## config.mk

```make
export PLATFORM = sky130hd
export DESIGN_NAME = uart_rx_fifo
export DESIGN_NICKNAME = d
export VERILOG_FILES = /design/src/rtl/uart_rx_fifo.sv
export SDC_FILE = /design/constraint.sdc
export NUM_CORES = 1
export LEC_CHECK = 0
export CORE_MARGIN = 1
export CORE_UTILIZATION = 56
export DETAILED_ROUTE_END_ITERATION = 8
export GPL_ROUTABILITY_DRIVEN = 0
export PLACE_DENSITY = 0.8
export SETUP_SLACK_MARGIN = 0.4
export SKIP_CTS_REPAIR_TIMING = 1
export SYNTH_ARGS = -nofsm -noshare
export SYNTH_HDL_FRONTEND = slang
export SYNTH_SLANG_ARGS = --single-unit
```

## constraint.sdc

```tcl
create_clock -name i_clk -period 3.92 [get_ports i_clk]
set_clock_uncertainty 0.2 [all_clocks]
set_input_delay 0.588 -clock i_clk [delete_from_list [all_inputs] [get_ports i_clk]]
set_output_delay 0.588 -clock i_clk [all_outputs]
set_load 0.01 [all_outputs]
```

## src/rtl/uart_rx_fifo.sv

```systemverilog
// uart_rx_fifo
//   8N1 UART receiver feeding a first-word-fall-through byte FIFO.
//   i_clk, i_rst_n : system clock, asynchronous active-low reset
//   i_uart_rx      : serial line from host TX (asynchronous, idles high)
//   o_rx_data      : byte at FIFO head (0 when empty)
//   o_rx_valid     : FIFO not empty
//   i_rx_ready     : consumer accepts head byte when valid && ready
//   o_fifo_level   : number of stored bytes
//   o_busy         : receiver not idle
//   o_frame_err    : one-cycle pulse, stop bit sampled low
//   o_overrun      : one-cycle pulse, good byte dropped because FIFO full
module uart_rx_fifo #(
  parameter int unsigned CLK_FREQ_HZ = 100000000,
  parameter int unsigned BAUD_RATE   = 115200,
  parameter int unsigned FIFO_DEPTH  = 16
) (
  input  logic                          i_clk,
  input  logic                          i_rst_n,
  input  logic                          i_uart_rx,
  output logic [7:0]                    o_rx_data,
  output logic                          o_rx_valid,
  input  logic                          i_rx_ready,
  output logic [$clog2(FIFO_DEPTH):0]   o_fifo_level,
  output logic                          o_busy,
  output logic                          o_frame_err,
  output logic                          o_overrun
);

  localparam int unsigned CLKS_PER_BIT = CLK_FREQ_HZ / BAUD_RATE;
  localparam int unsigned CW = $clog2(CLKS_PER_BIT);
  localparam int unsigned AW = $clog2(FIFO_DEPTH);
  localparam int unsigned LW = AW + 1;
  localparam logic [CW-1:0] CNT_LAST = CW'(CLKS_PER_BIT - 1);
  localparam logic [CW-1:0] CNT_HALF = CW'(CLKS_PER_BIT / 2 - 1);
  localparam logic [LW-1:0] LVL_FULL = LW'(FIFO_DEPTH);

  generate
    if (CLKS_PER_BIT < 4) begin : g_bad_baud
      $error("uart_rx_fifo: CLK_FREQ_HZ/BAUD_RATE must be at least 4");
    end
    if (FIFO_DEPTH < 2 || (FIFO_DEPTH & (FIFO_DEPTH - 1)) != 0) begin : g_bad_depth
      $error("uart_rx_fifo: FIFO_DEPTH must be a power of two and at least 2");
    end
  endgenerate

  typedef enum logic [2:0] {
    ST_IDLE,
    ST_START,
    ST_DATA,
    ST_STOP,
    ST_BREAK
  } state_t;

  state_t          state_q, state_d;
  logic            sync1_q, sync2_q;
  logic [CW-1:0]   cnt_q, cnt_d;
  logic [2:0]      idx_q, idx_d;
  logic [7:0]      shift_q, shift_d;
  logic            frame_err_q, frame_err_d;
  logic            overrun_q, overrun_d;
  logic [AW-1:0]   wr_ptr_q, wr_ptr_d;
  logic [AW-1:0]   rd_ptr_q, rd_ptr_d;
  logic [LW-1:0]   count_q, count_d;
  logic [7:0]      mem_q [FIFO_DEPTH];

  logic rxs;
  logic full;
  logic pop;
  logic push;

  assign rxs  = sync2_q;
  assign full = (count_q == LVL_FULL);
  assign pop  = o_rx_valid && i_rx_ready;

  always_comb begin
    state_d     = state_q;
    cnt_d       = cnt_q;
    idx_d       = idx_q;
    shift_d     = shift_q;
    frame_err_d = 1'b0;
    overrun_d   = 1'b0;
    push        = 1'b0;
    unique case (state_q)
      ST_IDLE: begin
        cnt_d = '0;
        if (!rxs) state_d = ST_START;
      end
      ST_START: begin
        if (cnt_q == CNT_HALF) begin
          cnt_d = '0;
          idx_d = '0;
          // A high line at mid-start is a glitch, not a frame.
          state_d = rxs ? ST_IDLE : ST_DATA;
        end else begin
          cnt_d = cnt_q + 1'b1;
        end
      end
      ST_DATA: begin
        if (cnt_q == CNT_LAST) begin
          cnt_d   = '0;
          shift_d = {rxs, shift_q[7:1]};
          idx_d   = idx_q + 1'b1;
          if (idx_q == 3'd7) state_d = ST_STOP;
        end else begin
          cnt_d = cnt_q + 1'b1;
        end
      end
      ST_STOP: begin
        if (cnt_q == CNT_LAST) begin
          cnt_d = '0;
          if (rxs) begin
            state_d = ST_IDLE;
            // A pop in the same cycle frees the slot even when full.
            if (!full || pop) push = 1'b1;
            else              overrun_d = 1'b1;
          end else begin
            frame_err_d = 1'b1;
            state_d     = ST_BREAK;
          end
        end else begin
          cnt_d = cnt_q + 1'b1;
        end
      end
      ST_BREAK: begin
        cnt_d = '0;
        if (rxs) state_d = ST_IDLE;
      end
      default: state_d = ST_IDLE;
    endcase
  end

  always_comb begin
    wr_ptr_d = push ? wr_ptr_q + 1'b1 : wr_ptr_q;
    rd_ptr_d = pop  ? rd_ptr_q + 1'b1 : rd_ptr_q;
    count_d  = count_q;
    if (push && !pop)      count_d = count_q + 1'b1;
    else if (!push && pop) count_d = count_q - 1'b1;
  end

  always_ff @(posedge i_clk or negedge i_rst_n) begin
    if (!i_rst_n) begin
      sync1_q     <= 1'b1;
      sync2_q     <= 1'b1;
      state_q     <= ST_IDLE;
      cnt_q       <= '0;
      idx_q       <= '0;
      shift_q     <= '0;
      frame_err_q <= 1'b0;
      overrun_q   <= 1'b0;
      wr_ptr_q    <= '0;
      rd_ptr_q    <= '0;
      count_q     <= '0;
    end else begin
      sync1_q     <= i_uart_rx;
      sync2_q     <= sync1_q;
      state_q     <= state_d;
      cnt_q       <= cnt_d;
      idx_q       <= idx_d;
      shift_q     <= shift_d;
      frame_err_q <= frame_err_d;
      overrun_q   <= overrun_d;
      wr_ptr_q    <= wr_ptr_d;
      rd_ptr_q    <= rd_ptr_d;
      count_q     <= count_d;
    end
  end

  // Storage is not reset; emptiness is tracked by count_q alone.
  always_ff @(posedge i_clk) begin
    if (push) mem_q[wr_ptr_q] <= shift_q;
  end

  assign o_rx_valid   = (count_q != '0);
  assign o_rx_data    = o_rx_valid ? mem_q[rd_ptr_q] : '0;
  assign o_fifo_level = count_q;
  assign o_busy       = (state_q != ST_IDLE);
  assign o_frame_err  = frame_err_q;
  assign o_overrun    = overrun_q;

endmodule
```

# Word-level counts from Yosys, hierarchy flattened

Memory sizes are Yosys's and may differ from the RTL's.
Index checks and enable logic that the tools add are counted.

Word-level logic and storage cells: 81
Memories kept: 1
Memory bits (writable): 128
Output and inout port bits: 17
Bits in registers: 41
Input port bits: 4

Memory list:

| memory | words | width | rd ports | clocked after Yosys merged registers in | write ports | line | source |
|---|---|---|---|---|---|---|---|
| mem_q  | 16    | 8     | 1        | 0                                       | 1           | 64   | `logic [7:0] mem_q [FIFO_DEPTH];` |

Multiplexer cells: 31
Add/sub/neg operators: 6
Equality and inequality tests: 14
Reductions and logical operators: 18

Operators with widths:

| kind                                                               | number |
|---|---|
| 10-bit case mux with 3 select lines                                | 1 |
| 3-bit 2-to-1 mux                                                   | 9 |
| 10-bit 2-to-1 mux                                                  | 2 |
| 3-bit case mux with 5 select lines                                 | 1 |
| 1-bit 2-to-1 mux                                                   | 13 |
| 2-bit != test, second input constant                               | 6 |
| 10-bit by 1-bit adder with 10-bit output, second input constant    | 1 |
| 10-bit == test, second input constant                              | 1 |
| 10-bit by 9-bit == test with 1-bit output, second input constant   | 1 |
| 5-bit 2-to-1 mux                                                   | 2 |
| 4-bit by 1-bit adder with 4-bit output, second input constant      | 2 |
| 8-bit 2-to-1 mux                                                   | 1 |
| 3-bit by 2-bit == test with 1-bit output, second input constant    | 2 |
| 3-bit == test, second input constant                               | 2 |
| 3-bit case mux with 2 select lines                                 | 1 |
| 6-bit AND reduction                                                | 1 |
| 3-bit nonzero test                                                 | 2 |
| 5-bit by 1-bit adder with 5-bit output, second input constant      | 1 |
| 5-bit == test, second input constant                               | 1 |
| 5-bit nonzero test                                                 | 1 |
| 5-bit by 1-bit subtractor with 5-bit output, second input constant | 1 |
| 2-bit nonzero test                                                 | 2 |
| 2-bit OR reduction                                                 | 2 |
| 3-bit by 1-bit adder with 3-bit output, second input constant      | 1 |
| other kinds (8)                                                    | 12 |

# Depth between registers and ports, before layout

Depth after elaboration: 11
Mapped depth: 12
Gate-level depth less buffers: 12

# Least setup slack after synthesis

OpenSTA, ideal clock, no wires.

Kind: reg2reg
Start point: reg count_q[1] (netlist: o_fifo_level[1])
End point: reg count_q[4] (netlist: o_fifo_level[4])
Data required time: 3.640 ns
Stages on the path, launching flop included: 12
Clock period less this slack: 3.124 ns
Setup time: 0.080 ns
Buffers on the path: 0
Arrival: 2.844 ns
Slack: 0.796 ns
Path through: dfrtp_1 or4_1 or3b_1 nand4_2 inv_2 ha_1 inv_1 ha_1 a21o_1 a21oi_1 mux2i_1 xnor2_1

Cells in the longest elaborated chain, start to end: 10
Elaborated cells on any way between the ends: 18
Those cells by class: add/sub: 2; eq/ne: 1; mux: 6; reduce/logical: 9

Ends and longest elaborated chain:

| element                                                     | line    | source |
|---|---|---|
| from (decl)                                                 | 63      | `logic [LW-1:0] count_q, count_d;` |
| from (signal assigned)                                      | 164     | `count_q <= count_d;` |
| 5-bit == test / 5-bit nonzero test (equally long branches)  | 72, 173 |  |
| 1-bit zero test / 1-bit logical AND (equally long branches) | 114, 73 |  |
| 1-bit logical OR *                                          | 114     | `if (!full \|\| pop) push = 1'b1;` |
| 1-bit 2-to-1 mux *                                          | 114     |  |
| 1-bit 2-to-1 mux *                                          | 111     | `if (rxs) begin` |
| 1-bit 2-to-1 mux *                                          | 109     | `if (cnt_q == CNT_LAST) begin` |
| 1-bit 2-to-1 mux *                                          | 83      | `unique case (state_q)` |
| named net push                                              | 69      | `logic push;` |
| 1-bit zero test                                             | 137     | `else if (!push && pop) count_d = count_q - 1'b1;` |
| 1-bit logical AND                                           | 137     |  |
| 2-bit nonzero test (no source line)                         | n/a     |  |

The timed path passes the listed nets; every way through them passes the cells marked *. The select of a mux whose other input is x is not followed.
A chain may end at the register's enable or synchronous reset.

# Worst setup path in the final report

Start point: reg count_q[1] (netlist: o_fifo_level[1])
End point: out o_rx_data[7]

Cells in the longest elaborated chain, start to end: 2

Ends and longest elaborated chain:

| element            | line | source |
|---|---|---|
| 5-bit nonzero test | 173  | `assign o_rx_valid = (count_q != '0);` |
| 8-bit 2-to-1 mux   | 174  | `assign o_rx_data = o_rx_valid ? mem_q[rd_ptr_q] : '0;` |
| to (decl)          | 20   | `output logic [7:0] o_rx_data,` |

Every way passes these cells.

==> impl_metrics.ini <==
[run_status]
status = finished, final reports clean

[synth]
syn_area_sq_um = 7090
ys_seq_area_share_pct = 68.7
avgSynthCellArea_sq_um = 16.9
syn-instance-count = 420
ys.flop_type = edfxtp_1
synth_top_area_cell = edfxtp_1
ys_top_cells_by_area = edfxtp_1 54%, dfrtp_1 14%, mux4_2 10%
syn_nets = 439
ys_async_sr_fraction_pct = 24.3
synth_seq_cells = 169
synth_edf_count = 128
netlist.area_leader.share_pct = 54.2
yosys_warnings = 0
yosysUniqueCellTypes = 53

[placed_design]
pre_cts_ws_ns = 0.519
post-dp-hpwl_mm = 8.16
placed_area_sq_um = 7530
dp.cells = 601
io_buffers = 20

[setup_path]
rrSetupSlack_ns = 0.58
reg2reg_from = cnt_q[0]$_DFFE_PN0P_
slowest_stage = or4_1
cp_data_required_time_ns = 3.13
cp.arrival_ns = 2.64
slowest_delay_ns = 0.55
setup.worst_path.class = flip-flop to output port
cp-end-kind = output port
critPathMaxFanout = 8
r2r-end = o_fifo_level[4]$_DFFE_PN0P_
rr_worst_depth = 12
worstPathCellList = or4_1 > or2_2 > nand2b_4 > o22ai_1 > clkdlybuf4s50_1
cp-start-kind = flip-flop

[cts]
clock_path_buffers = 2
cts.sinks = 169
clk-insertion-delay-late_ns = 0.43
root_buffer = clkbuf_16
h-tree-depth = 4
cts_tree = done
clkTransAtPathRegs_ns = 0.07
cts_made_buffers = 17

[routing]
wl_per_cell_microns = 20.3
vias = 3789
drt-initial-drc-count = 256
postRouteAntennaNets = 0
drt_pass1_iterations = 5
drt_wl_total_mm = 13.0
vias_per_cell = 5.92
post-route-drc-count = 0

[floorplanning]
fp.dieW_microns = 115
rows = 40
core_area_sq_um = 12200
initial_utilization_pct = 58.3
die_area_sq_um = 13100
io_pins = 21
fp.dieH_microns = 115

[global_route]
grtUsageTotal_pct = 22.0
grt_max_degree = 42
overflow = 0
grt_first_pass_wirelength_mm = 20.6
antenna_found_initial = 0
grt_pass1_vias = 3907

[sta]
tightest_slew_ns = 0.898
grt_setup_unrepaired = no
finalSetupTns_ns = 0
layout_worst_path_cycle_share_pct = 87.5
setup_viol = 0
relSlewSlack_pct = 40.1
setup_slack_ns = 0.492
slew_viol_final = 0
finalHoldViolCount = 0
period_minus_slack_ns = 3.43
fmax_mhz = 292

[finish]
fin_util_pct = 67.7
fin_area_sq_um = 8230
fill_cells = 795
layout_commonest_cell = edfxtp_1
final_cells = 640
mostFrequentLayoutCells = 128 x edfxtp_1, 38 x dfrtp_1, 32 x mux4_2
area_growth_pct = 16.0
fin_nets = 479
diodes = 0
drive_gt1_share_pct = 20.6

[power]
switchingPower_uw = 662
p_leak_nw = 3.20
peakVddDrop_uv = 281
seqPwrFrac_pct = 52.6
p_sw_share_pct = 18.2
clkPwrFrac_pct = 47.1
combPwrFrac_pct = 0.3
internal-power_mw = 2.97
p_per_area_nw_per_um2 = 441

[job]
maxCapViolCount = 0

[worst_hold_path]
hold_path_class = primary input to asynchronous set/reset pin
[Yosys cell counts (8+ instances only)]
cell and number:
edfxtp_1 128, dfrtp_1 39, mux4_2 32, nand2_1 22, mux2i_1 19, clkbuf_1 14
ha_1 14, nor2_1 14, inv_1 13, o21ai_0 12, nand3_1 11, xnor2_1 11
and2_1 9, mux2_1 8, o22ai_1 8
[critical path: cells and delay by family (launching register included)]
kind | cells | cell delay [ns]
buffers and inverters | 1 | 0.52
AND/OR/NAND/NOR | 3 | 1.12
AO/OA/AOI/OAI | 1 | 0.15
flip-flops | 1 | 0.42
[cell type report]
type | count | area, sq um | area share [%]
well taps | 168 | 210 | 2.55
clock buffers | 19 | 433 | 5.26
repair buffers | 41 | 365 | 4.44
clock inverters | 12 | 175 | 2.13
inverters | 14 | 55.1 | 0.669
flip-flops and latches | 169 | 4880 | 59.2
multi-input cells | 217 | 2120 | 25.7
[registers in the layout, summed over array words and instances (netlist names), 3 cells and up]
name          flops
state_q           3
rd_ptr_q          4
o_fifo_level      5
shift_q           8
mem_q           128
cnt_q            10
idx_q             3
wr_ptr_q          4
[power by group through the flow]
| stage | combinational, mW | sequential, mW | clock, mW |
|---|---|---|---|
| 2_1_floorplan | 0.000417 | 1.94 | 0 |
| 3_3_place_gp | 0.0116 | 1.94 | 0 |
| 3_5_place_dp | 0.0115 | 1.94 | 0 |
| 4_1_cts | 0.0116 | 1.91 | 1.73 |
| 5_1_grt | 0.0132 | 1.91 | 1.80 |
| 6_report | 0.0109 | 1.91 | 1.71 |
[per-layer routing]
layer / wire [microns] / GRT usage (%)
met4: 254 / 9.00
met3: 767 / 4.92
met5: 0 / 0
met1: 5220 / 27.9
met2: 6760 / 37.2
[logic make-up after synthesis]
family	share of synthesized area [%]
buffers and inverters	1.92
xor gates and xnor gates	1.73
adders and majority gates	2.75
DFF	68.7
and+or+nand+nor	7.21
AOI/OAI and AO/OA	3.44
muxes	14.3
[per-stage QoR]
stage | total power [mW] | hold WS (ns)
6_report | 3.63 | 0.0750
3_3_place_gp | 1.96 | 0.146
5_1_grt | 3.72 | 0.161
4_1_cts | 3.64 | 0.106
3_5_place_dp | 1.96 | 0.147
2_1_floorplan | 1.95 | 0.0924
[worst max path at each step]
stage	from	to	slack (ns)	depth (start not counted)
final	o_fifo_level[1]$_DFFE_PN0P_	o_rx_data[7]	0.49	5
after CTS	o_fifo_level[0]$_DFFE_PN0P_	o_rx_data[7]	0.29	5
after global placement	i_rx_ready	o_fifo_level[4]$_DFFE_PN0P_	0.60	11
after detailed placement	i_rx_ready	o_fifo_level[4]$_DFFE_PN0P_	0.52	11
after floorplan	o_fifo_level[1]$_DFFE_PN0P_	o_fifo_level[4]$_DFFE_PN0P_	0.80	11
after global routing	cnt_q[0]$_DFFE_PN0P_	o_fifo_level[4]$_DFFE_PN0P_	0.39	12
Note: power is estimated with default switching activity, not from simulation.
